<file path="config.mk">
export PLATFORM = sky130hd
export DESIGN_NAME = regfile_wb_scheduler_flat
export DESIGN_NICKNAME = d
export VERILOG_FILES = /design/src/rtl/regfile_wb_scheduler_if.sv /design/src/rtl/regfile_wb_scheduler.sv /design/src/flat_wrapper.sv
export SDC_FILE = /design/constraint.sdc
export NUM_CORES = 1
export LEC_CHECK = 0
export BUFFER_PORTS_ARGS = -buffer_cell sky130_fd_sc_hd__buf_2
export CAP_MARGIN = 20
export CELL_PAD_IN_SITES_DETAIL_PLACEMENT = 0
export CELL_PAD_IN_SITES_GLOBAL_PLACEMENT = 1
export CORE_ASPECT_RATIO = 1.1
export CORE_MARGIN = 1.5
export CORE_UTILIZATION = 35
export CTS_BUF_LIST = sky130_fd_sc_hd__clkbuf_16
export DETAILED_ROUTE_END_ITERATION = 6
export PLACE_DENSITY_LB_ADDON = 0.1
export SYNTH_ARGS = -nofsm -noshare
export SYNTH_HDL_FRONTEND = slang
export SYNTH_SLANG_ARGS = --single-unit
</file>
<file path="constraint.sdc">
create_clock -name clk -period 2.8 [get_ports clk]
set_clock_uncertainty 0.05 [all_clocks]
set_input_delay 0.7 -clock clk [delete_from_list [all_inputs] [get_ports clk]]
set_output_delay 0.7 -clock clk [all_outputs]
set_load 0.03 [all_outputs]
</file>
<file path="src/rtl/regfile_wb_scheduler_if.sv">
// Writeback, register-file write port and issue-side signals of the scheduler.
// master: the pipeline side (writeback sources and issue stage).
// slave: the scheduler itself.
interface regfile_wb_scheduler_if #(
    parameter int unsigned XLEN   = 32,
    parameter int unsigned REG_AW = 5
);
    logic              alu_valid;
    logic              alu_ready;
    logic [REG_AW-1:0] alu_rd;
    logic [XLEN-1:0]   alu_value;
    logic              ld_valid;
    logic              ld_ready;
    logic [REG_AW-1:0] ld_rd;
    logic [XLEN-1:0]   ld_value;
    logic              reg_write_en;
    logic [REG_AW-1:0] rd;
    logic [XLEN-1:0]   rd_value;
    logic              issue_en;
    logic [REG_AW-1:0] issue_rd;
    logic [REG_AW-1:0] rs1;
    logic [REG_AW-1:0] rs2;
    logic              stall;
    logic              idle;

    modport master (
        output alu_valid, alu_rd, alu_value,
        output ld_valid, ld_rd, ld_value,
        output issue_en, issue_rd, rs1, rs2,
        input  alu_ready, ld_ready,
        input  reg_write_en, rd, rd_value,
        input  stall, idle
    );

    modport slave (
        input  alu_valid, alu_rd, alu_value,
        input  ld_valid, ld_rd, ld_value,
        input  issue_en, issue_rd, rs1, rs2,
        output alu_ready, ld_ready,
        output reg_write_en, rd, rd_value,
        output stall, idle
    );
endinterface

</file>
<file path="src/rtl/regfile_wb_scheduler.sv">
// Register-file write port scheduler: round-robin arbitration between the ALU
// and load-unit writebacks, a registered write stage, and a pending-write
// scoreboard that stalls issue on RAW/WAW hazards.
module regfile_wb_scheduler #(
    parameter int unsigned XLEN   = 32,
    parameter int unsigned REG_AW = 5
) (
    input logic                  clk,
    input logic                  rst,
    regfile_wb_scheduler_if.slave bus
);
    localparam int unsigned NumRegs = 2 ** REG_AW;

    logic              last_grant_ld;  // 0: ALU won last, so the first tie goes to the load unit
    logic              grant_alu;
    logic              grant_ld;
    logic              accept;
    logic [REG_AW-1:0] accept_rd;
    logic [XLEN-1:0]   accept_value;
    logic              issue_ok;

    logic [NumRegs-1:0] pending_q;
    logic [NumRegs-1:0] pending_d;
    logic               wr_en_q;
    logic [REG_AW-1:0]  rd_q;
    logic [XLEN-1:0]    rd_value_q;

    // Round-robin grant: on contention the source that did not win last time goes.
    always_comb begin
        grant_ld     = bus.ld_valid & (~bus.alu_valid | ~last_grant_ld);
        grant_alu    = bus.alu_valid & ~grant_ld;
        accept       = grant_ld | grant_alu;
        accept_rd    = grant_ld ? bus.ld_rd : bus.alu_rd;
        accept_value = grant_ld ? bus.ld_value : bus.alu_value;
    end

    assign bus.alu_ready = grant_alu;
    assign bus.ld_ready  = grant_ld;

    assign bus.stall = pending_q[bus.rs1] | pending_q[bus.rs2] |
                       (bus.issue_en & pending_q[bus.issue_rd]);
    assign issue_ok  = bus.issue_en & ~bus.stall & (bus.issue_rd != '0);

    // Scoreboard next state: clear on the outgoing write, then set on issue so set wins.
    always_comb begin
        pending_d = pending_q;
        if (wr_en_q) begin
            pending_d[rd_q] = 1'b0;
        end
        if (issue_ok) begin
            pending_d[bus.issue_rd] = 1'b1;
        end
        pending_d[0] = 1'b0;
    end

    // Arbitration history, registered write stage and scoreboard state.
    always_ff @(posedge clk) begin
        if (rst) begin
            last_grant_ld <= 1'b0;
            wr_en_q       <= 1'b0;
            rd_q          <= '0;
            rd_value_q    <= '0;
            pending_q     <= '0;
        end else begin
            pending_q <= pending_d;
            // An accepted write to x0 is consumed but never reaches the register file.
            wr_en_q   <= accept & (accept_rd != '0);
            if (accept) begin
                last_grant_ld <= grant_ld;
            end
            if (accept && (accept_rd != '0)) begin
                rd_q       <= accept_rd;
                rd_value_q <= accept_value;
            end
        end
    end

    assign bus.reg_write_en = wr_en_q;
    assign bus.rd           = rd_q;
    assign bus.rd_value     = rd_value_q;
    assign bus.idle         = (pending_q == '0) & ~wr_en_q;
endmodule
</file>
<file path="src/flat_wrapper.sv">
// flat-port wrapper written by rule: the top's interface ports become plain ports
module regfile_wb_scheduler_flat 
#(
    parameter int unsigned XLEN   = 32,
    parameter int unsigned REG_AW = 5
)
  (clk, rst, bus_alu_valid, bus_alu_rd, bus_alu_value, bus_ld_valid, bus_ld_rd, bus_ld_value, bus_issue_en, bus_issue_rd, bus_rs1, bus_rs2, bus_alu_ready, bus_ld_ready, bus_reg_write_en, bus_rd, bus_rd_value, bus_stall, bus_idle);
  regfile_wb_scheduler_if #(.XLEN(XLEN), .REG_AW(REG_AW)) bus_i ();
  input logic clk;
  input logic rst;
  input wire logic [$bits(bus_i.alu_valid)-1:0] bus_alu_valid;
  input wire logic [$bits(bus_i.alu_rd)-1:0] bus_alu_rd;
  input wire logic [$bits(bus_i.alu_value)-1:0] bus_alu_value;
  input wire logic [$bits(bus_i.ld_valid)-1:0] bus_ld_valid;
  input wire logic [$bits(bus_i.ld_rd)-1:0] bus_ld_rd;
  input wire logic [$bits(bus_i.ld_value)-1:0] bus_ld_value;
  input wire logic [$bits(bus_i.issue_en)-1:0] bus_issue_en;
  input wire logic [$bits(bus_i.issue_rd)-1:0] bus_issue_rd;
  input wire logic [$bits(bus_i.rs1)-1:0] bus_rs1;
  input wire logic [$bits(bus_i.rs2)-1:0] bus_rs2;
  output wire logic [$bits(bus_i.alu_ready)-1:0] bus_alu_ready;
  output wire logic [$bits(bus_i.ld_ready)-1:0] bus_ld_ready;
  output wire logic [$bits(bus_i.reg_write_en)-1:0] bus_reg_write_en;
  output wire logic [$bits(bus_i.rd)-1:0] bus_rd;
  output wire logic [$bits(bus_i.rd_value)-1:0] bus_rd_value;
  output wire logic [$bits(bus_i.stall)-1:0] bus_stall;
  output wire logic [$bits(bus_i.idle)-1:0] bus_idle;
  assign bus_i.alu_valid = bus_alu_valid;
  assign bus_i.alu_rd = bus_alu_rd;
  assign bus_i.alu_value = bus_alu_value;
  assign bus_i.ld_valid = bus_ld_valid;
  assign bus_i.ld_rd = bus_ld_rd;
  assign bus_i.ld_value = bus_ld_value;
  assign bus_i.issue_en = bus_issue_en;
  assign bus_i.issue_rd = bus_issue_rd;
  assign bus_i.rs1 = bus_rs1;
  assign bus_i.rs2 = bus_rs2;
  assign bus_alu_ready = bus_i.alu_ready;
  assign bus_ld_ready = bus_i.ld_ready;
  assign bus_reg_write_en = bus_i.reg_write_en;
  assign bus_rd = bus_i.rd;
  assign bus_rd_value = bus_i.rd_value;
  assign bus_stall = bus_i.stall;
  assign bus_idle = bus_i.idle;
  regfile_wb_scheduler #(.XLEN(XLEN), .REG_AW(REG_AW)) u_core (.clk(clk), .rst(rst), .bus(bus_i));
endmodule
</file>
Word level (Yosys, flattened, before mapping):

Cells that the tools add are included.

* register bits after elaboration: 71
* logic and storage cells: 51
* output and inout bits: 42
* input port bits: 94

* $lt $le $gt $ge: 6
* reduce and logical (&&, ||, !) cells: 6
* muxes and demuxes: 14
* bitwise gates (word level): 19

Operator list (number)
* 2-to-1 mux 32 bit: 3
* AND 32 bit: 1
* logical NOT 32 bit: 1
* NOT 32 bit: 1
* bitwise OR 32 bit: 1
* less-than comparator 5 x 6 -> 1 bit (second input constant): 4
* binary-select mux 1 bit (select 5 bit): 3
* demux 1 bit (select 5 bit): 2
* >= comparator 5 x 1 -> 1 bit (second input constant): 2
* nonzero test 5 bit: 2
* AND 1 bit: 7
* 2-to-1 mux 1 bit: 5
* 2-to-1 mux 5 bit: 1
* NOT 1 bit: 5
* bitwise OR 1 bit: 4
* logical AND 1 bit: 3

Longest topological paths before layout:

Gate-level depths: netlist of the first run.

* depth after elaboration: 9
* mapped depth: 10
* depth with buffers taken out: 6

Worst setup path before layout of the first run:

Ideal clock, no wire load.

* path kind: input to output
* from: input port bus_rs1[0]
* to: output port bus_stall
* stages: 6
* arrival time: 2.202 ns
* data required time: 2.050 ns
* path slack: -0.152 ns
* buffers on the path: 1
* path through: buf_6 mux4_1 nor2_1 or4_2 and4_4 nand2_1

* word-level cells in the longest chain between the ends: 4

RTL lines
* start: declaration: line flat_wrapper.sv:19 `input wire logic [$bits(bus_i.rs1)-1:0] bus_rs1;`
* binary-select mux 1 bit (select 5 bit): line regfile_wb_scheduler.sv:40 `assign bus.stall = pending_q[bus.rs1] | pending_q[bus.rs2] |`
* 2-to-1 mux 1 bit (not written as such): line regfile_wb_scheduler.sv:40
* bitwise OR 1 bit (2 in series): line regfile_wb_scheduler.sv:40
* end: declaration: line flat_wrapper.sv:26 `output wire logic [$bits(bus_i.stall)-1:0] bus_stall;`

Every way passes these cells. The select of a mux whose other input is x is not followed.

Final worst setup path of the first run:

* from: input port bus_issue_rd[1]
* to: output port bus_stall

* word-level cells in the longest chain between the ends: 4

RTL lines
* start: declaration: line flat_wrapper.sv:18 `input wire logic [$bits(bus_i.issue_rd)-1:0] bus_issue_rd;`
* binary-select mux 1 bit (select 5 bit): line regfile_wb_scheduler.sv:41 `(bus.issue_en & pending_q[bus.issue_rd]);`
* 2-to-1 mux 1 bit (not written as such): line regfile_wb_scheduler.sv:41
* AND 1 bit: line regfile_wb_scheduler.sv:41
* bitwise OR 1 bit: line regfile_wb_scheduler.sv:40

Every way passes these cells. The select of a mux whose other input is x is not followed.

==> metrics.yaml, run 1 <==
cp.required_ns: 2.05
drc: 0
cp_slowest_cell: "mux2i_1"
power.leakage_nw: 2.54
fin_setup_tns_ns: -0.131
synth_edf_count: 0
netlist_top_cells_area: "dfxtp_1 (32%), mux2i_1 (12%), a211oi_1 (6.2%)"
cts_setup_buffers: 0
drt-pass1-iter-count: 4
crit_type: "primary input to primary output"
worstSetupStartpointType: "primary input"
finalSetupViolCount: 1
ios: 136
seqPwrFrac_pct: 39.2
slowest_delay_ns: 0.32
violations: "setup timing"
drt_iter0_drc: 213
hold_ws_ns: 0.442
wl_um: 13500
reg2reg_slack_ns: 0.34
core_sq_um: 12100
crit_fanout: 16
rsz0062_at_grt: "true"
wl_met3_um: 1060
syn_avg_cell_area_sq_um: 9.50
ir_worst_vdd_mv: 0.282
wire_per_inst_um: 17.3
endpoint_kind: "primary output"
antenna_found_initial: 0
grt_pass1_vias: 4054
dp_hpwl_um: 10600
outcome: "complete, but fails checks"
chipHeight_um: 120
slew_headroom_pct: 65.7
worstPathArrival_ns: 2.18
fin_util_pct: 47.7
path_cells: "buf_4 -> mux2i_1 -> or3_1 -> a21oi_1 -> a2111oi_4 -> a21o_1 -> nand2_4 -> buf_6"
numPortBuffers: 135
clock_power_share_pct: 37.8
ff2ff_path_depth: 8
synth-seq-cells: 70
syn-num-nets: 555
clk_latency_ns: 0.33
period_needed_ns: 2.93
gp_congestion: 0.875
p_int_w: 0.00199
worst_slack_ns: -0.131
num_rows: 42
hold_path.class: "register to register"
grt_usage_pct: 21.3
finalNetCount: 717
die_width_um: 110
yosysSeqAreaShare_pct: 32.0
die_area_sq_um: 13200
p_sw_w: 0.000825
r2r-start: "u_core.pending_q[17]"
worstMarginPinSlew_ns: 0.513
n_fill_cell: 1168
power.density_nw_per_um2: 486
cts_tree: "built"
synth_area_sq_um: 4380
dr_wl_met2_um: 6350
switching_share_pct: 29.3
syn_to_final_growth_pct: 32.2
cts_hold_buffers: 0
antennaDiodeCount: 0
netlist-cell-type-count: 62
post-route-period-util_pct: 105
endpoint: "bus_stall"
cap_violations: 0
numCtsBuffers: 9
cp_num_buf_inv: 2
yosysWarnings: 0
r2r_end: "u_core.pending_q[30]"
fmax_mhz: 341
root_buffer: "clkbuf_16"
cp_top_family: "compound AO/OA/AOI/OAI gates"
drv_slew: 0
synth_largest_area_cell: "dfxtp_1"
grt_pass1_wl_um: 21300
drive_above_1_share_pct: 40.3
ant_nets: 0
met1Wirelength_um: 5730
overflow: 0
finalPower_w: 0.00281
clock_path_buffers: 2
htree_levels: 3
synth_top_area_share_pct: 32.0
highest_layer: "met4"
async_reset_ff_share_pct: 0
comb_power_share_pct: 22.9
hold_viol: 0
initial_utilization_pct: 36.1
grt_start_max_net_pins: 53
clk_pin_slew_worst_paths_ns: 0.05
crit_start: "bus_issue_rd[1]"
path_depth: 8
ys.flop_type: "dfxtp_1"
vias: 4188
synth_cells: 461
cts_sinks: 70
routed_via_density: 5.37
registers in the layout (all words and copies together) (netlist names):
name,count
u_core.pending_q,31
u_core.bus.rd,5
u_core.last_grant_ld,1
u_core.bus.rd_value,32
u_core.bus.reg_write_en,1
power groups by stage:
stage,Clock [W],Sequential [W],Combinational [W]
floorplan,0,0.00122,0.000317
global placement,0,0.00112,0.000634
detailed placement,0,0.00112,0.000640
CTS,0.00109,0.00110,0.000650
global route,0.00114,0.00111,0.000696
finish,0.00106,0.00110,0.000645
worst reg2reg max path, stage by stage (launching register included):
cell and delay (ns):
dfxtp_1 0.37, mux4_2 0.47, or3b_4 0.38, o2111ai_2 0.07, and4_4 0.27, buf_4 0.12, nand4_4 0.16, buf_4 0.25
o31ai_1 0.23
worst min path at each step:
stage	startpoint	end	slack [ns]	depth (start not counted)
finish	u_core.bus.rd_value[6]	u_core.bus.rd_value[6]	0.44	2
CTS	u_core.bus.rd_value[14]	u_core.bus.rd_value[14]	0.45	2
global placement	u_core.bus.rd_value[24]	u_core.bus.rd_value[24]	0.43	2
detailed placement	u_core.bus.rd_value[14]	u_core.bus.rd_value[14]	0.44	2
floorplan	u_core.last_grant_ld	u_core.last_grant_ld	0.43	2
global route	u_core.bus.rd_value[14]	u_core.bus.rd_value[14]	0.46	2
synth_stat cells (3+ instances only):
cell,number
or2b_2,3
nor3b_1,6
nor2_1,49
nand2b_1,6
buf_1,4
and2b_2,3
mux4_2,7
a211oi_1,36
or3b_2,5
nand2_1,25
mux4_1,5
nor2b_1,17
inv_1,3
clkbuf_1,23
o41ai_2,6
dfxtp_1,70
mux2i_1,52
nand3b_1,21
o22ai_1,4
buf_6,6
clkbuf_8,5
nand3_1,6
o31ai_1,22
nor4_1,8
or3_1,3
o21ai_0,19
mux2_2,5
layout by cell type, fill, tap and decap left out, types with 5 or more instances in the layout:
cell and instances:
dfxtp_1 70, mux2_2 5, nand3_1 6, clkbuf_16 9, o21ai_0 18, nand3b_1 21
nor3b_1 6, mux2i_1 51, mux4_2 8, buf_2 127, nor4_1 8, or3b_2 5
o41ai_2 7, nor2b_1 17, buf_4 61, a211oi_1 36, o31ai_1 22, nand2b_1 6
nor2_1 48, nand2_1 24, inv_1 5
through the flow:
stage | cells | area (sq um) | setup slack (ns)
final | 780 | 5790 | -0.131
after detailed placement | 766 | 5450 | -0.370
after global placement | 766 | 5450 | -0.362
after CTS | 780 | 5780 | -0.145
after global routing | 780 | 5790 | -0.173
after floorplan | 461 | 4400 | -0.0210
kinds of logic after synthesis:
family                 count (synthesis)  synth area share [%]
AND/OR/NAND/NOR                      166                  21.4
buffers and inverters                 45                  6.48
flip-flops                            70                  32.0
AO/OA/AOI/OAI                        109                  19.8
multiplexers                          71                  20.3
metal layers:
layer	global-route usage, %	up-vias
met5	0	-
met4	9.98	0
met3	5.44	23
met2	34.1	181
met1	26.4	1902
li1	-	2082
layout make-up:
class                      count  area [sq um]  area share (%)
clock inverter                 5          45.0           0.777
clock buffer                   9           225            3.89
tap                          154           193            3.33
multi-input combinational    346          2750            47.5
timing repair buffer         193          1170            20.1
inverter                       3          11.3           0.194
sequential                    70          1400            24.2
repair_timing:
action                                  4_1_cts  5_1_grt
endpoints found under the setup margin        1        1
pin swaps                                     9        4
resized for setup                            17        5
No activity file was read; power rests on OpenSTA's default activity.
==> inputs of run 2 (changes only) <==
clock period = 2.5 ns   (was 2.8 ns; I/O delays follow)
==> run 2 against run 1 <==
  * The run still ends with setup timing left
  * Cell count rose by 1.8%
  * Sequential share of layout area fell by 1.2 points
  * Sequential power grew 13%
  * Combinational power increased by 20%
==> metrics.yaml, run 2 (synthesized netlist as in run 1, its figures left out) <==
outcome: "complete, but fails checks"
violations: "setup timing"
design_area_sq_um: 6120
cts_hold_buffers: 0
worstSetupStartpointType: "primary input"
reg2reg_slack_ns: 0.05
hold_end: "u_core.bus.rd_value[9]"
crit_type: "primary input to primary output"
die_width_um: 110
grt_pass1_wl_um: 23500
syn_to_final_growth_pct: 39.6
routed_via_density: 5.46
hold_viol: 0
crit_fanout: 7
antenna_found_initial: 0
ir_worst_vdd_mv: 0.290
ant_nets: 0
r2r_end: "u_core.pending_q[25]"
grt_usage_pct: 23.5
fin_util_pct: 50.4
power.density_nw_per_um2: 550
hold_path.class: "register to register"
dpl_worst_slack_ns: -0.485
numCtsBuffers: 9
gp_congestion: 0.936
finalNetCount: 729
comb_power_share_pct: 22.9
p_int_w: 0.00237
cts_tree: "built"
grt_start_max_net_pins: 55
rsz0062_at_grt: "true"
drc: 0
drt_iter0_drc: 221
overflow: 0
antennaDiodeCount: 0
clk_latency_ns: 0.33
n_fill_cell: 1192
drv_slew: 0
fin_setup_tns_ns: -0.256
slew_headroom_pct: 60.8
switching_share_pct: 29.6
regArea_sq_um: 1410
post-route-period-util_pct: 110
htree_levels: 3
worst_slack_ns: -0.256
numPortBuffers: 135
largest_reg_flops: 32
worstMarginPinSlew_ns: 0.586
post_dp_cell_area_sq_um: 5500
r2r-start: "u_core.pending_q[28]"
cts_sinks: 70
die_area_sq_um: 13200
min-delay-start: "u_core.bus.rd_value[9]"
final_common_cell: "buf_2"
grt_pass1_vias: 4413
root_buffer: "clkbuf_16"
dp_hpwl_um: 11300
chipHeight_um: 120
initial_utilization_pct: 36.1
cp.required_ns: 1.82
endpoint_kind: "primary output"
crit_start: "bus_rs1[0]"
num_rows: 42
ff2ff_path_depth: 8
clk_pin_slew_worst_paths_ns: 0.05
clock_power_share_pct: 40.2
p_sw_w: 0.000995
ios: 136
seqPwrFrac_pct: 36.9
wire_per_inst_um: 19.0
clock_path_buffers: 2
wl_um: 15100
power.leakage_nw: 2.68
drt-pass1-iter-count: 4
cap_violations: 0
worstPathArrival_ns: 2.08
worstHoldPathCells: 2
core_sq_um: 12100
period_needed_ns: 2.76
layout_common_cells: "buf_2 (127), dfxtp_1 (67), buf_4 (62)"
multi_input_area_sq_um: 2890
finalSetupViolCount: 1
fmax_mhz: 363
vias: 4339
drive_above_1_share_pct: 44.7
[run 2: cell count changes in the layout (fill, tap and decap cells not counted), sizes merged]
cell | before | now
buf | 193 | 204
clkinvlp | 0 | 2
inv | 5 | 3
bufinv | 1 | 2
clkinv | 2 | 3
nand4 | 3 | 4
[run 2: worst max path at each step]
stage          slack [ns]         to  cells past startpoint
2_1_floorplan       -0.17  bus_stall                      6
5_1_grt             -0.31  bus_stall                      9
4_1_cts             -0.27  bus_stall                      7
3_5_place_dp        -0.48  bus_stall                      7
6_report            -0.26  bus_stall                      7
3_3_place_gp        -0.46  bus_stall                      7
[run 2: metal layers]
| layer | share of wire, % | global-route usage, % | wire [um] |
|---|---|---|---|
| met4 | 4.2 | 11.4 | 631 |
| met2 | 47 | 36.9 | 7040 |
| met1 | 42 | 29.5 | 6340 |
| met5 | 0 | 0 | 0 |
| met3 | 7.0 | 6.31 | 1050 |
[run 2: repair_timing]
action                     4_1_cts  5_1_grt
buffers inserted                 5        2
gates cloned                     0        1
pin swaps                       12        5
setup endpoints to repair       29       32
gates resized for setup         34       20
[run 2: cell type report]
cell class | instances | share of cell area [%]
Multi-Input combinational cell | 347 | 47.3
Sequential cell | 70 | 23.0
Timing Repair Buffer | 204 | 21.3
Clock buffer | 9 | 3.68
Tap cell | 154 | 3.15
Clock inverter | 7 | 1.45
Inverter | 3 | 0.184
[run 2: critical path, stage by stage]
cell and delay, ns:
buf_4 0.14, mux4_1 0.56, o22ai_1 0.18, or4_4 0.16, and4_4 0.24, nand2_4 0.04
buf_6 0.13
[run 2: through the flow]
step           total power (W)  instances  hold slack [ns]
6_report               0.00337        794            0.443
2_1_floorplan          0.00172        461            0.434
3_5_place_dp           0.00199        770            0.438
4_1_cts                0.00338        791            0.445
3_3_place_gp           0.00198        770            0.436
5_1_grt                0.00352        794            0.464
[run 2: power groups by stage]
stage	clock, W	combinational (W)	sequential [W]
3_5_place_dp	0	0.000727	0.00126
2_1_floorplan	0	0.000356	0.00136
4_1_cts	0.00139	0.000753	0.00124
3_3_place_gp	0	0.000720	0.00126
6_report	0.00135	0.000771	0.00124
5_1_grt	0.00144	0.000831	0.00125
